### config.mk
export PLATFORM = sky130hd
export DESIGN_NAME = button_gesture
export DESIGN_NICKNAME = d
export VERILOG_FILES = /design/src/rtl/button_gesture.sv
export SDC_FILE = /design/constraint.sdc
export NUM_CORES = 1
export LEC_CHECK = 0
export ABC_AREA = 1
export BUFFER_PORTS_ARGS = -buffer_cell sky130_fd_sc_hd__buf_4
export CORE_ASPECT_RATIO = 1.1
export CORE_MARGIN = 5
export CORE_UTILIZATION = 45
export DETAILED_ROUTE_END_ITERATION = 16
export GPL_TIMING_DRIVEN = 0
export SLEW_MARGIN = 25
export SYNTH_ARGS = -nofsm -noshare
export SYNTH_HDL_FRONTEND = slang
export SYNTH_SLANG_ARGS = --single-unit
### constraint.sdc
create_clock -name clk -period 2 [get_ports clk]
set_input_delay 0.2 -clock clk [delete_from_list [all_inputs] [get_ports clk]]
set_output_delay 0.2 -clock clk [all_outputs]
set_load 0.03 [all_outputs]
### src/rtl/button_gesture.sv
// Click / double-click / long-press / auto-repeat classifier fed by debounced press/release pulses.
// Optional auto-repeat in HOLD is built only when BUTTON_REPEAT_EN is defined.
module button_gesture #(
  parameter int unsigned LONG_CYCLES   = 25_000_000,
  parameter int unsigned DCLICK_CYCLES = 12_500_000,
  parameter int unsigned REPEAT_CYCLES = 5_000_000
) (
  input  logic clk,
  input  logic rst,
  input  logic button_pressed,
  input  logic button_released,
  output logic click,
  output logic double_click,
  output logic long_press,
  output logic repeat_tick,
  output logic busy
);

  localparam int unsigned MAX_LD =
    (LONG_CYCLES > DCLICK_CYCLES) ? LONG_CYCLES : DCLICK_CYCLES;
  localparam int unsigned MAX_C  =
    (MAX_LD > REPEAT_CYCLES) ? MAX_LD : REPEAT_CYCLES;
  localparam int unsigned CW     = $clog2(MAX_C);

  typedef enum logic [2:0] {IDLE, PRESS1, WAIT2, PRESS2, HOLD} state_t;

  state_t          r_state;
  state_t          w_next;
  logic [CW-1:0]   r_cnt;
  logic [CW-1:0]   w_cnt_next;
  logic            w_reload;
  logic            w_click;
  logic            w_dclick;
  logic            w_long;
  logic            w_rep;
  logic            r_click;
  logic            r_dclick;
  logic            r_long;
  logic            r_rep;
  logic            r_busy;

  always_comb begin
    w_next   = r_state;
    w_reload = 1'b0;
    w_click  = 1'b0;
    w_dclick = 1'b0;
    w_long   = 1'b0;
    w_rep    = 1'b0;
    unique case (r_state)
      IDLE: begin
        if (button_pressed) w_next = PRESS1;
      end
      PRESS1: begin
        if (button_released) begin
          w_next = WAIT2;
        end else if (r_cnt == CW'(LONG_CYCLES - 1)) begin
          w_next = HOLD;
          w_long = 1'b1;
        end
      end
      WAIT2: begin
        if (button_pressed) begin
          w_next   = PRESS2;
          w_dclick = 1'b1;
        end else if (r_cnt == CW'(DCLICK_CYCLES - 1)) begin
          w_next  = IDLE;
          w_click = 1'b1;
        end
      end
      PRESS2: begin
        if (button_released) w_next = IDLE;
      end
      HOLD: begin
        if (button_released) begin
          w_next = IDLE;
`ifdef BUTTON_REPEAT_EN
        end else if (r_cnt == CW'(REPEAT_CYCLES - 1)) begin
          w_rep    = 1'b1;
          w_reload = 1'b1;
`endif
        end
      end
      default: w_next = IDLE;
    endcase
  end

  // Saturating increment keeps the counter from wrapping while parked in IDLE/PRESS2.
  always_comb begin
    if ((w_next != r_state) || w_reload) begin
      w_cnt_next = '0;
    end else if (r_cnt != '1) begin
      w_cnt_next = r_cnt + 1'b1;
    end else begin
      w_cnt_next = r_cnt;
    end
  end

  always_ff @(posedge clk or posedge rst) begin
    if (rst) begin
      r_state  <= IDLE;
      r_cnt    <= '0;
      r_click  <= 1'b0;
      r_dclick <= 1'b0;
      r_long   <= 1'b0;
      r_rep    <= 1'b0;
      r_busy   <= 1'b0;
    end else begin
      r_state  <= w_next;
      r_cnt    <= w_cnt_next;
      r_click  <= w_click;
      r_dclick <= w_dclick;
      r_long   <= w_long;
      r_rep    <= w_rep;
      r_busy   <= (w_next != IDLE);
    end
  end

  assign click        = r_click;
  assign double_click = r_dclick;
  assign long_press   = r_long;
  assign repeat_tick  = r_rep;
  assign busy         = r_busy;

endmodule

Yosys cells after proc, flatten, opt, wreduce, memory -nomap -nowiden
Cells that the tools add are included.
W data, S select, Z words.

word-level totals
  flip-flop bits (word level) = 32
  output and inout bits = 5
  logic and storage cells = 36

operators by class
  add/subtract/negate cells = 1
  eq/ne operators = 8
  muxes and demuxes = 17
  reductions and logical operators = 4

operators with widths
  operator                 count
  $mux W25                 2
  $add A25 B1 Y25 const B  1
  $eq A25 B24 Y1 const B   1
  $eq A25 B25 Y1 const B   1
  $ne A25 B25 Y1 const B   1
  $mux W3                  6
  $pmux W3 S4              1
  $mux W1                  8
  $eq A3 B2 Y1 const B     2
  $eq A3 B1 Y1 const B     1
  $eq A3 B3 Y1 const B     1
  $logic_not A3 Y1         1
  $ne A3 B3 Y1             1
  $reduce_bool A3 Y1       1
  $reduce_bool A2 Y1       1
  $reduce_or A2 Y1         1

Depth between registers and ports, before layout
Gate-level depths: netlist (run 1).

  word-level depth = 6
  gate-level depth with buffers = 14
  mapped depth without buffers = 13

Least setup slack after synthesis (run 1)
No wires, ideal clock.

  path kind = register to register
  start point = register r_cnt[0]
  end point = register r_cnt[14]
  library setup time = 119 ps
  arrival = 1592 ps
  data required time = 1881 ps
  path slack = 289 ps
  cell stages (with the launch flop) = 11
  clock period less this slack = 1711 ps
  cells stage by stage = dfrtp_1 ha_1 nand2_1 nor2_4 nand2_1 nor2_1 nand4_4 nand3b_1 nor2_1 xnor2_1 nor2_1

between the ends
  cells in the longest elaborated chain, start to end = 6
  elaborated cells on any way between the ends = 13

RTL lines
  item                                                     RTL line  text
  start, declared                                          29        logic [CW-1:0] r_cnt;
  start signal, assigned                                   109       r_cnt <= w_cnt_next;
  $eq A25 B24 Y1 / $eq A25 B25 Y1 (equally long branches)  65, 56
  $mux W3, on equally long branches                        65, 56
  $mux W3, on equally long branches                        62, 54
  $pmux W3 S4                                              49        unique case (r_state)
  $ne A3 B3 Y1                                             89        if ((w_next != r_state) || w_reload) begin
  $mux W25 / $reduce_bool A2 Y1 (equally long branches)    n/a

Several ways; a longest one is shown, not always the timed one. The select of a mux whose other input is x is not followed.
A chain may end at the register's enable or synchronous reset.

Worst setup path after layout (run 1)
  start point = register r_cnt[0]
  end point = register r_cnt[17]

The elaborated chain is that of the path after synthesis.

==> results list, run 1 <==
- Sequential fraction of the synthesis area: 40.4%
- The post-route netlist has 21.8% of its cells at a drive strength greater than 1.
* Synthesized net count: 282
- Along the worst path, the maximum fanout reaches 7.
- Worst setup path category: reg -> reg
- Arrival time of data at the critical path endpoint: ~2.2 ns
- Total CTS buffers: 5
- Across all register-to-register paths, the minimum setup slack is 0.03 ns.
- The internal power of the cells totals 1.43 mW.
- Instance count of the mapped netlist: 277
* Data required time at the worst endpoint: 2.22 ns
- Input and output buffers added on the ports amount to 7.
* Outcome: complete, no violations
- Number of flops mapped to enable cells by yosys: 0
* Fin Clk Skew: 0.00402 ns
* Crit path time final: 1.97 ns
* PD cells: 930 mW/mm²
- The floorplan step defined a core boundary enclosing 0.00429 mm².
* Global routing usage summed across all routing layers: 18.2%
* Share of power burned in registers: between 30% and 40%
- Yosys attributes the largest share of cell area to sky130_fd_sc_hd__dfrtp_1 40%, sky130_fd_sc_hd__nand2_1 11%, sky130_fd_sc_hd__nor2_1 10%, sky130_fd_sc_hd__inv_1 7.0%, sky130_fd_sc_hd__nand3_1 5.3%.
- The share of total power dissipated in combinational logic is 43.5%.
- Number of diodes added for antenna fixing: 0
- Clock-pin slew was measured on the worst setup and hold paths at 0.06 ns.
- The worst setup path is captured at a flop.
* Count of clock tree sinks: 32
- Overflow left after global routing: 0
- Post-route antenna net violation count: 0
- Worst ir drop on vdd: slightly below 0.0008 V
- Routability Congestion: 0.961
- Entering global routing, the biggest net connects 33 pins.
- Power, Total: ~2.3 mW
- Post-synthesis cell type with the largest combined area: sky130_fd_sc_hd__dfrtp_1
- The first detailed-routing pass ran for 4 iterations.
- The floorplan step defined a die boundary enclosing 0.00584 mm².
* Ports placed on the boundary: 9
- FF/Latch Area: 801 µm²
- Setup violations remaining at the end of the flow were counted as 0.
* Min-delay worst type: in -> async
- Share of total power in the clock network: 23.9%
* Number of antenna violations at the first check in global routing: 0
- Setup repair after global routing could not meet its margin everywhere.
- The library cell used most frequently in the layout, excluding fill and tap cells, is sky130_fd_sc_hd__nand2_1.
* Post-synthesis to final-layout area growth: 22.3%
- Summing every instance area after synthesis gives 0.00198 mm².
* Post-synth top flop: sky130_fd_sc_hd__dfrtp_1
- Number of maximum-capacitance constraint violations: 0
- Headroom to the max-slew limit: 53.6%
- Site row count: 25
- For this configuration, the core starts out at a cell density of 46.3%.
* Post-layout net count: 308
* Static leakage power: 1.08 nW
- Fill cell count: 392
- Largest buffer count on any clock path: 2
- Slew of the pin with the lowest slew margin: 0.694 ns
* Number of slew-limit violations in the final report: 0
- Clock latency at the later pin of the worst-skew pair: 0.28 ns
* Post-synthesis sequential element count: 32
- Post-detailed-route DRC marker count: 0
- The final number of hold-violating endpoints was 0.
- TritonCTS built the clock tree.
- In this run the power spent charging and discharging nets is 827 µW.
- Wires add up to about 4800 µm.
- In the routed layout, each cell is associated on average with a via count of between 5 and 6.
* Horizontal extent of the die: 73.3 µm
* Number of global-route vias before repair: 1724
- Number of placed instances, taps included: 338
- Average wire per standard cell: 13.6 µm
- The clock tree synthesis step divided the H-tree into 2 levels.
- Worst Hold Margin: 0.0267 ns
* Fraction of the cycle the final worst path needs: 98.4%
* Die Span Y: 79.6 µm
- Number of standard cells in the final layout excluding fillers: approximately 360
- Post-synth ARST share: 100%
- Net switching is between 30% and 40% of the power.
- The top cell type by area accounts for between 40% and 50% of the synthesized area.
- Synthesized area per cell: ~7 µm²
* Placed wire-length estimate after detailed placement: 3510 µm
- Clock tree root driver cell: sky130_fd_sc_hd__clkbuf_8
- The multi-input combinational cells in the finished layout cover a total of 0.00112 mm².
- The netlist uses 28 different library cells.
* Via count: 1833
- Number of synthesis warnings: 0
* Leading cell types in the layout, fill and taps excluded: 58 x sky130_fd_sc_hd__nand2_1, 43 x sky130_fd_sc_hd__nor2_1, 36 x sky130_fd_sc_hd__inv_1, 32 x sky130_fd_sc_hd__dfrtp_1, 19 x sky130_fd_sc_hd__buf_4
* CP startpoint kind: flop
- Detailed router's first-iteration violation count: 128
- Highest attainable clock frequency: 508 MHz
- The first global-routing pass estimated 8170 µm of wire.
[critical path, stage by stage, from the launching register on]
cell and delay (ns):
sky130_fd_sc_hd__dfrtp_1 0.37, sky130_fd_sc_hd__ha_2 0.21, sky130_fd_sc_hd__nand2_2 0.07, sky130_fd_sc_hd__nor2_4 0.19
sky130_fd_sc_hd__nand3_2 0.07, sky130_fd_sc_hd__nor2_1 0.09, sky130_fd_sc_hd__nand2_1 0.09, sky130_fd_sc_hd__nand2_2 0.10
sky130_fd_sc_hd__nand2_2 0.07, sky130_fd_sc_hd__nand2_4 0.07, sky130_fd_sc_hd__nand2_2 0.05, sky130_fd_sc_hd__inv_2 0.06
sky130_fd_sc_hd__nand3_4 0.15, sky130_fd_sc_hd__clkbuf_16 0.21, sky130_fd_sc_hd__nor2_1 0.09
[registers in the layout (all words and copies together) (netlist names)]
register and flops:
long_press 1, double_click 1, r_state 3, r_cnt 25, busy 1, click 1
[layout make-up]
class                           count  share of cell area [%]
Buffer                              4                    1.60
Clock buffer                        7                    3.97
Inverter                           39                    6.03
Multi-Input combinational cell    202                    46.0
Sequential cell                    32                    33.0
Tap cell                           54                    2.78
Timing Repair Buffer               19                    6.60
[power groups by stage]
| stage | registers (mW) | clock network [mW] | logic (mW) |
|---|---|---|---|
| 4_1_cts | 0.736 | 0.549 | 0.647 |
| 2_1_floorplan | 0.771 | 0 | 0.469 |
| 5_1_grt | 0.744 | 0.585 | 1.08 |
| 3_3_place_gp | 0.748 | 0 | 0.652 |
| 3_5_place_dp | 0.748 | 0 | 0.645 |
| 6_report | 0.738 | 0.538 | 0.981 |
[cell usage after synthesis, types with 2 or more instances]
library cell	number
sky130_fd_sc_hd__a21oi_1	7
sky130_fd_sc_hd__buf_6	2
sky130_fd_sc_hd__dfrtp_1	32
sky130_fd_sc_hd__inv_1	37
sky130_fd_sc_hd__inv_2	2
sky130_fd_sc_hd__nand2_1	60
sky130_fd_sc_hd__nand2_2	5
sky130_fd_sc_hd__nand3_1	21
sky130_fd_sc_hd__nand3b_1	2
sky130_fd_sc_hd__nand4_1	10
sky130_fd_sc_hd__nor2_1	53
sky130_fd_sc_hd__nor2_4	2
sky130_fd_sc_hd__nor3_1	9
sky130_fd_sc_hd__nor4_1	3
sky130_fd_sc_hd__o21ai_0	9
sky130_fd_sc_hd__o22ai_1	2
sky130_fd_sc_hd__xnor2_1	4
sky130_fd_sc_hd__xor2_1	7
[stage by stage]
step                      cell area, µm²  utilization [%]  setup slack [ns]  setup TNS, ns
after floorplan                     1980                -             0.289              0
after global placement              2100             49.1           -0.0517         -0.230
after detailed placement            2100             49.1           -0.0831         -0.234
after CTS                           2210             51.6          -0.00506       -0.00506
after global routing                2430             56.6            -0.112          -1.96
final                               2430             56.6            0.0315              0
[logic make-up (layout without fill, tap and decap cells)]
group,after synthesis,in the layout,share of synthesized area [%]
flip-flops,32,32,40.4
adder cells (fa/ha/maj),1,1,0.630
AND/OR/NAND/NOR,169,169,39.3
AO/OA/AOI/OAI,20,20,5.49
other,1,1,0.189
XOR/XNOR,11,11,4.85
buffers and inverters,43,69,9.14
[per-layer routing]
metal | track usage [%] | wire length (µm)
met3 | 4.16 | 241
met1 | 24.2 | 2190
met2 | 29.2 | 2340
met5 | 0 | 0
met4 | 5.80 | 79
[final timing paths]
check	startpoint	to	depth (start not counted)
setup / recovery	r_cnt[0]	r_cnt[17]	14
hold / removal	rst	r_cnt[1]	2
setup reg to reg	r_cnt[0]	r_cnt[17]	14
hold reg to reg	r_cnt[18]	r_cnt[18]	2
max in group asynchronous	rst	long_press	2
min in group clk	button_released	long_press	2
[what timing repair did]
action | CTS | global route
endpoints found under the setup margin | 9 | 23
hold buffers | 0 | 0
endpoints found under the hold margin | 0 | 0
gates cloned | 0 | 1
pin swaps | 0 | 12
gates resized for setup | 2 | 28
buffers inserted | 0 | 11
(Power assumes the default switching activity.)
==> run 2, diff against run 1 <==
--- a/config.mk
+++ b/config.mk
@@ -8,7 +8,7 @@
 export ABC_AREA = 1
 export BUFFER_PORTS_ARGS = -buffer_cell sky130_fd_sc_hd__buf_4
 export CORE_ASPECT_RATIO = 1.1
-export CORE_MARGIN = 5
+export CORE_MARGIN = 4
 export CORE_UTILIZATION = 45
 export DETAILED_ROUTE_END_ITERATION = 16
 export GPL_TIMING_DRIVEN = 0
==> run 2 against run 1 <==
Die area shrank 5.2%. Worst setup slack gained 0.037 ns. Critical endpoint is now r_cnt[19]. Critical path type unchanged. Core utilization shrank 1.9 points. Count of clock-buffer cells in the layout grew 1. Register-to-register slack gained 0.04 ns. Critical path depth shrank 1. Flip-flop and latch count is the same. Clock power shrank 3.9%.
==> results list, run 2 (synthesis results as in run 1) <==
- Number of maximum-capacitance constraint violations: 0
- TNS Setup: 0 ns
- Power, Total: about 2.2 mW
- Routability Congestion: 0.927
- The final layout contains routed wiring with a total length of 4830 µm.
- Dividing total power by cell area gives a power density of slightly above 900 mW/mm².
* Setup repair after global routing missed its margin: yes
- Largest Register: r_cnt
- Data required time at the worst endpoint: 2.16 ns
- Site row count: 25
- After clock tree synthesis, the clock-pin slew on the worst setup and hold paths is 0.06 ns.
- Highest attainable clock frequency: 518 MHz
- For the worst setup path, the data arrival time is 2.10 ns.
- Count of clock tree sinks: 32
* Post-synthesis to final-layout area growth: 18.2%
- Dividing the final minimum period by the clock period gives 96.5%.
- Initial Util: 46.3%
* Clock tree from TritonCTS: yes
- Number of slew-limit violations in the final report: 0
- Leading cell types in the layout, fill and taps excluded: 59 x sky130_fd_sc_hd__nand2_1, 41 x sky130_fd_sc_hd__nor2_1, 36 x sky130_fd_sc_hd__inv_1, 32 x sky130_fd_sc_hd__dfrtp_1, 20 x sky130_fd_sc_hd__nand3_1
- In this run the critical register-to-register path is launched from r_cnt[1].
- The via count of the first global-routing pass was between 1.5k and 2k.
* Top routing layer in use: met4
- M1 WL: 2190 µm
* Largest registers in the final layout: r_cnt (25), r_state (3)
* Global-route wire length before repair: 8370 µm
* Via count: 1839
- Headroom to the max-slew limit: 55.5%
- Worst ir drop on vdd: 0.000758 V
* Total CTS buffers: 5
- Cells with a size suffix above 1 make up 19.2% of the layout.
- In the routed design, unresolved DRC markers number 0.
* Clock latency at the later pin of the worst-skew pair: 0.29 ns
- Routed met3 length: approximately 140 µm
- Number of antenna violations at the first check in global routing: 0
- Dividing the detail-routed via count by the number of cells gives 5.17.
- Number of buffers inserted for hold repair after clock tree synthesis: 0
* Ports placed on the boundary: 9
* Pin count of the biggest net entering global routing: 33
- Fin Clk Skew: 0.00228 ns
- Number of diodes added for antenna fixing: 0
- Final WS setup: 0.0690 ns
* Detailed router's first-iteration violation count: 116
- The die covers 0.00554 mm².
* Overflow left after global routing: 0
- Counting the fill cells in the layout gives 416.
- The clock passes through at most 2 buffers.
- Launching element of the worst setup path: r_cnt[1]
- Setup violations remaining at the end of the flow were counted as 0.
- The total area inside the core boundary comes to 0.00429 mm².
- Maximum fanout along the worst path: 10
- Crit path capture type: flop
- Flip-flop count of the largest register, all copies and words added: 25
- Summed over all nets, wire length on met2 after detailed routing comes to 2390 µm.
- The tightest hold path in the finished design has a slack of between 0.01 and 0.015 ns.
* Post-layout net count: 306
- Detailed-routing iteration count for the pre-antenna-repair pass: 4
- Die Span Y: between 70 and 80 µm
- Global routing usage summed across all routing layers: 19.0%
- The run finished with clean final reports.
- The final number of hold-violating endpoints came to 0.
- Depth of the CTS H-tree: 2
* Worst setup path category: reg -> reg
- Slew of the pin with the lowest slew margin: 0.666 ns
- Placed wire-length estimate after detailed placement: 3540 µm
- Crit path time final: 1.93 ns
- Horizontal extent of the die: 71.3 µm
- Leading cell type in the layout, fill and taps excluded: sky130_fd_sc_hd__nand2_1
- The worst setup path is launched from a flop.
- The worst register-to-register path has a depth of 13.
- In the final routed layout, each cell accounts on average for 13.6 µm.
- Post-route antenna net violation count: 0
- Clock tree root driver cell: sky130_fd_sc_hd__clkbuf_8
- Input and output buffers added on the ports amount to 7.
* Min-delay worst type: in -> async
- Static leakage power: 1.06 nW
- Worst setup slack after placement: -0.0667 ns
## run 2: timing repair
action                                 in CTS  in global routing
gates cloned                                0                  1
resized for setup                           4                 16
setup endpoints to repair                   7                 25
pin swaps                                   1                  5
endpoints found under the hold margin       0                  0
setup buffers                               3                  6
## run 2: cell type report
class	count	area [µm²]	area share (%)
Tap cell	54	67.6	2.88
Timing Repair Buffer	17	145	6.19
Inverter	39	146	6.24
Clock buffer	8	90.1	3.84
Buffer	4	42.5	1.81
Multi-Input combinational cell	202	1050	44.9
Sequential cell	32	801	34.2
## run 2: worst paths after layout
kind                                    to  slack [ns]
worst max-delay path             r_cnt[19]        0.07
worst min-delay path              r_cnt[0]        0.01
worst max register to register   r_cnt[19]        0.07
worst min register to register    r_cnt[1]        0.58
max in group asynchronous        r_cnt[15]        1.56
min in group clk                long_press        0.11
## run 2: report_power, final
group          internal [mW]  switching (mW)
Sequential             0.698          0.0367
Combinational          0.414           0.528
Clock                  0.280           0.237
Total                   1.39           0.802
## run 2: routing by layer
layer / vias to the layer above / GRT usage (%)
met5: - / 0
met4: 0 / 6.58
met3: 10 / 4.02
met2: 32 / 31.3
met1: 868 / 24.5
li1: 929 / -
## run 2: critical path, stage by stage (launching register included)
cell and delay, ns:
sky130_fd_sc_hd__dfrtp_1 0.37, sky130_fd_sc_hd__ha_2 0.21, sky130_fd_sc_hd__nand2_2 0.07, sky130_fd_sc_hd__nor2_4 0.18
sky130_fd_sc_hd__nand2_1 0.07, sky130_fd_sc_hd__nor2_1 0.10, sky130_fd_sc_hd__nand2_1 0.10, sky130_fd_sc_hd__nor2_2 0.13
sky130_fd_sc_hd__nand2_1 0.06, sky130_fd_sc_hd__o21ai_1 0.08, sky130_fd_sc_hd__inv_1 0.08, sky130_fd_sc_hd__nand3_4 0.15
sky130_fd_sc_hd__buf_8 0.16, sky130_fd_sc_hd__a21oi_1 0.04
## run 2: stage by stage
step	instances	instance area (µm²)	util [%]
after floorplan	277	1980	-
after global placement	338	2100	49.1
after detailed placement	338	2100	49.1
after CTS	349	2230	52.1
after global routing	356	2340	54.7
final	356	2340	54.7
==> run 3, diff against run 2 <==
--- a/config.mk
+++ b/config.mk
@@ -12,6 +12,7 @@
 export CORE_UTILIZATION = 45
 export DETAILED_ROUTE_END_ITERATION = 16
 export GPL_TIMING_DRIVEN = 0
+export REMOVE_ABC_BUFFERS = 1
 export SLEW_MARGIN = 25
 export SYNTH_ARGS = -nofsm -noshare
 export SYNTH_HDL_FRONTEND = slang
==> run 3 against run 2 <==
Maximum frequency decreased by 0.22%. Clock power increased by 18%. Worst setup slack got worse by 0.0043 ns. Die area unchanged. Sequential share of layout area decreased by 0.78 points. Largest cell class unchanged. Critical path type unchanged. Combinational power decreased by 1%. Via count increased by 1.7%. Final cell count decreased by 1.1%. Critical endpoint is now r_cnt[23]. Worst hold slack improved by 0.0011 ns.
==> results list, run 3 (synthesis results as in run 1) <==
* Post-synthesis to final-layout area growth: 20.9%
- The cell that appears most often on the critical path is sky130_fd_sc_hd__nand2_4.
- Largest buffer count on any clock path: 2
- For the worst-skew pair, the clock arrives at the later sink with an insertion delay of around 0.28 ns.
- Die Span Y: 77.6 µm
- For the final database, setup skew stands at around 0.0054 ns.
* Detailed-routing iteration count for the pre-antenna-repair pass: 5
* Data required time at the worst endpoint: 2.21 ns
* Longest individual stage delay on the worst path: a little over 0.4 ns
* Clock tree root driver cell: sky130_fd_sc_hd__clkbuf_8
- Endpoint of the most critical setup path: r_cnt[23]
- The filler cells instantiated in the layout total 418.
- Arrival time of data at the critical path endpoint: between 2 and 2.5 ns
* Core footprint: 0.00429 mm²
- The analysis attributes to cell leakage a power of about 1.1 nW.
* Fraction of the cycle the final worst path needs: 96.8%
- Power, Total: about 2.3 mW
* Via count: 1871
- The largest registers in the layout are r_cnt (25), r_state (3).
- Setup repair after global routing missed its margin: yes
* Largest Register: r_cnt
* Depth of the CTS H-tree: 2
- Across the whole layout, storage elements account for 801 µm².
- In this run the horizontal extent of the chip is 71.3 µm.
- The via count of the first global-routing pass came to 1858.
* Min-delay worst type: in -> async
* CTS clk-pin slew, worst paths: 0.07 ns
- Traced cell by cell, the critical path runs through ha_4, nand2_4, nor2_4, nand3_2, nor2_2, nand2_1, nand2_2, nand2_2, nand2_4, nand2_4, inv_8, nand3_4, a21oi_1.
* Reg2Reg Capture Point: r_cnt[23]
* Maximum fanout along the worst path: 7
- FF-to-FF Start: r_cnt[1]
* Die area: 0.00554 mm²
- Area after DPL: 0.00207 mm²
- The count of buffers added on input and output ports is 7.
- Counting cells, the worst reg-to-reg path comes to 13.
- Dividing the detail-routed wire length by the instance count gives 14.8 µm.
- Once layout is done, the placed cells without fillers occupy 0.00240 mm².
- Worst ir drop on vdd: 0.000457 V
* Highest attainable clock frequency: 517 MHz
- Count of clock tree sinks: 32
- Layout cells sized above 1: between 20% and 30%
- Global routing consumed, over all layers together, 19.9% of the routing resources.
- Worst setup slack after placement: -0.0646 ns
- TritonCTS built the clock tree.
- For this block, the routed nets add up to 5210 µm of wire.
- Flip-flop count of the largest register, all copies and words added: 25
* Routability Congestion: 0.905
* Outcome: complete, no violations
* Headroom to the max-slew limit: 56.4%
* Number of diodes added for antenna fixing: 0
- Number of maximum-capacitance constraint violations: 0
* CP startpoint kind: flop
- Leaving out fill and tap cells, the most frequent cell in the layout is sky130_fd_sc_hd__nand2_1.
- For this run, design rule violations remaining after detail routing come to 0.
- PD cells: 954 mW/mm²
- The final number of max-transition violations is 0.
- Ports placed on the boundary: 9
- Worst setup path category: reg -> reg
- In this run, the number of DRC markers left after iteration 0 of detailed routing was 167.
* Hold Vio Cnt, Final: 0
* Overflow left after global routing: 0
- # setup viols final: 0
* Master of the slowest instance on the critical path: sky130_fd_sc_hd__dfrtp_1
* Pin count of the biggest net entering global routing: 33
- Final WS setup: 0.0647 ns
* Global-route wire length before repair: 8650 µm
- Once the floorplan was initialized, standard cells occupied 46.3% of the core.
* Number of placed instances, taps included: 334
- Setup slack of the worst register-to-register path: 0.06 ns
- Leading cell types in the layout, fill and taps excluded: 58 x sky130_fd_sc_hd__nand2_1, 39 x sky130_fd_sc_hd__nor2_1, 35 x sky130_fd_sc_hd__inv_1, 32 x sky130_fd_sc_hd__dfrtp_1, 19 x sky130_fd_sc_hd__nand3_1
* Crit path time final: 1.94 ns
- Number of antenna violations at the first check in global routing: 0
* Launching element of the worst setup path: r_cnt[1]
* Post-route antenna net violation count: 0
* Via density per instance: 5.32
- Counting the buffers created by CTS gives 5.
- For the pin with the worst max-slew slack, the measured transition is 0.653 ns.
* Number of standard cells in the final layout excluding fillers: roughly 350
* Crit path capture type: flop
- Detailed placement finished with a half-perimeter wire length of 3360 µm.
* Post-layout net count: about 300
- The floorplan has 25 rows.
- Summing all multi-input logic gate instances after layout gives 0.00116 mm².
## run 3: what timing repair did
action | 4_1_cts | 5_1_grt
hold buffers | 0 | 0
gates resized for setup | 9 | 29
endpoints found under the setup margin | 25 | 25
gates cloned | 3 | 0
pin swaps | 3 | 11
setup buffers | 2 | 5
## run 3: how the worst min path moves through the flow
stage / startpoint / endpoint / slack [ns] / depth (start not counted)
after floorplan: button_released / long_press / 0.27 / 1
after global placement: button_released / long_press / 0.40 / 2
after detailed placement: rst / r_state[1] / 0.36 / 2
after CTS: rst / r_state[1] / 0.05 / 2
after global routing: rst / r_cnt[22] / 0.08 / 2
final: rst / r_cnt[22] / 0.01 / 2
## run 3: routing by layer
layer  vias up  track usage (%)  routed length (µm)
met5         -                0                   0
met1       885             26.8                2360
met2        44             31.3                2500
met4         0             6.95                 101
li1        930                -                   -
met3        12             4.27                 253
## run 3: cell type report
class	count	area share, %
Multi-Input combinational cell	205	48.5
Sequential cell	32	33.4
Inverter	39	6.41
Timing Repair Buffer	14	4.38
Clock buffer	6	3.02
Tap cell	54	2.82
Clock inverter	2	1.46
## run 3: power by group
group          switching (mW)  total [mW]  internal [mW]
clock                   0.239       0.609          0.369
sequential             0.0512       0.749          0.698
combinational           0.657       0.931          0.274
total                   0.948        2.29           1.34
## run 3: metrics by stage
stage,util (%),hold WS [ns],TNS (ns)
floorplan,-,0.271,0
global placement,48.3,0.399,-0.498
detailed placement,48.3,0.358,-0.377
CTS,52.9,0.0526,0
global route,56.0,0.0769,-1.61
finish,56.0,0.0133,0
## run 3: worst max-delay path: cells and delay by family, from the launching register on
kind | cells | cell delay, ns
buffers and inverters | 1 | 0.09
DFF | 1 | 0.41
AOI/OAI and AO/OA | 1 | 0.16
adders and majority gates | 1 | 0.18
and+or+nand+nor | 10 | 1.02
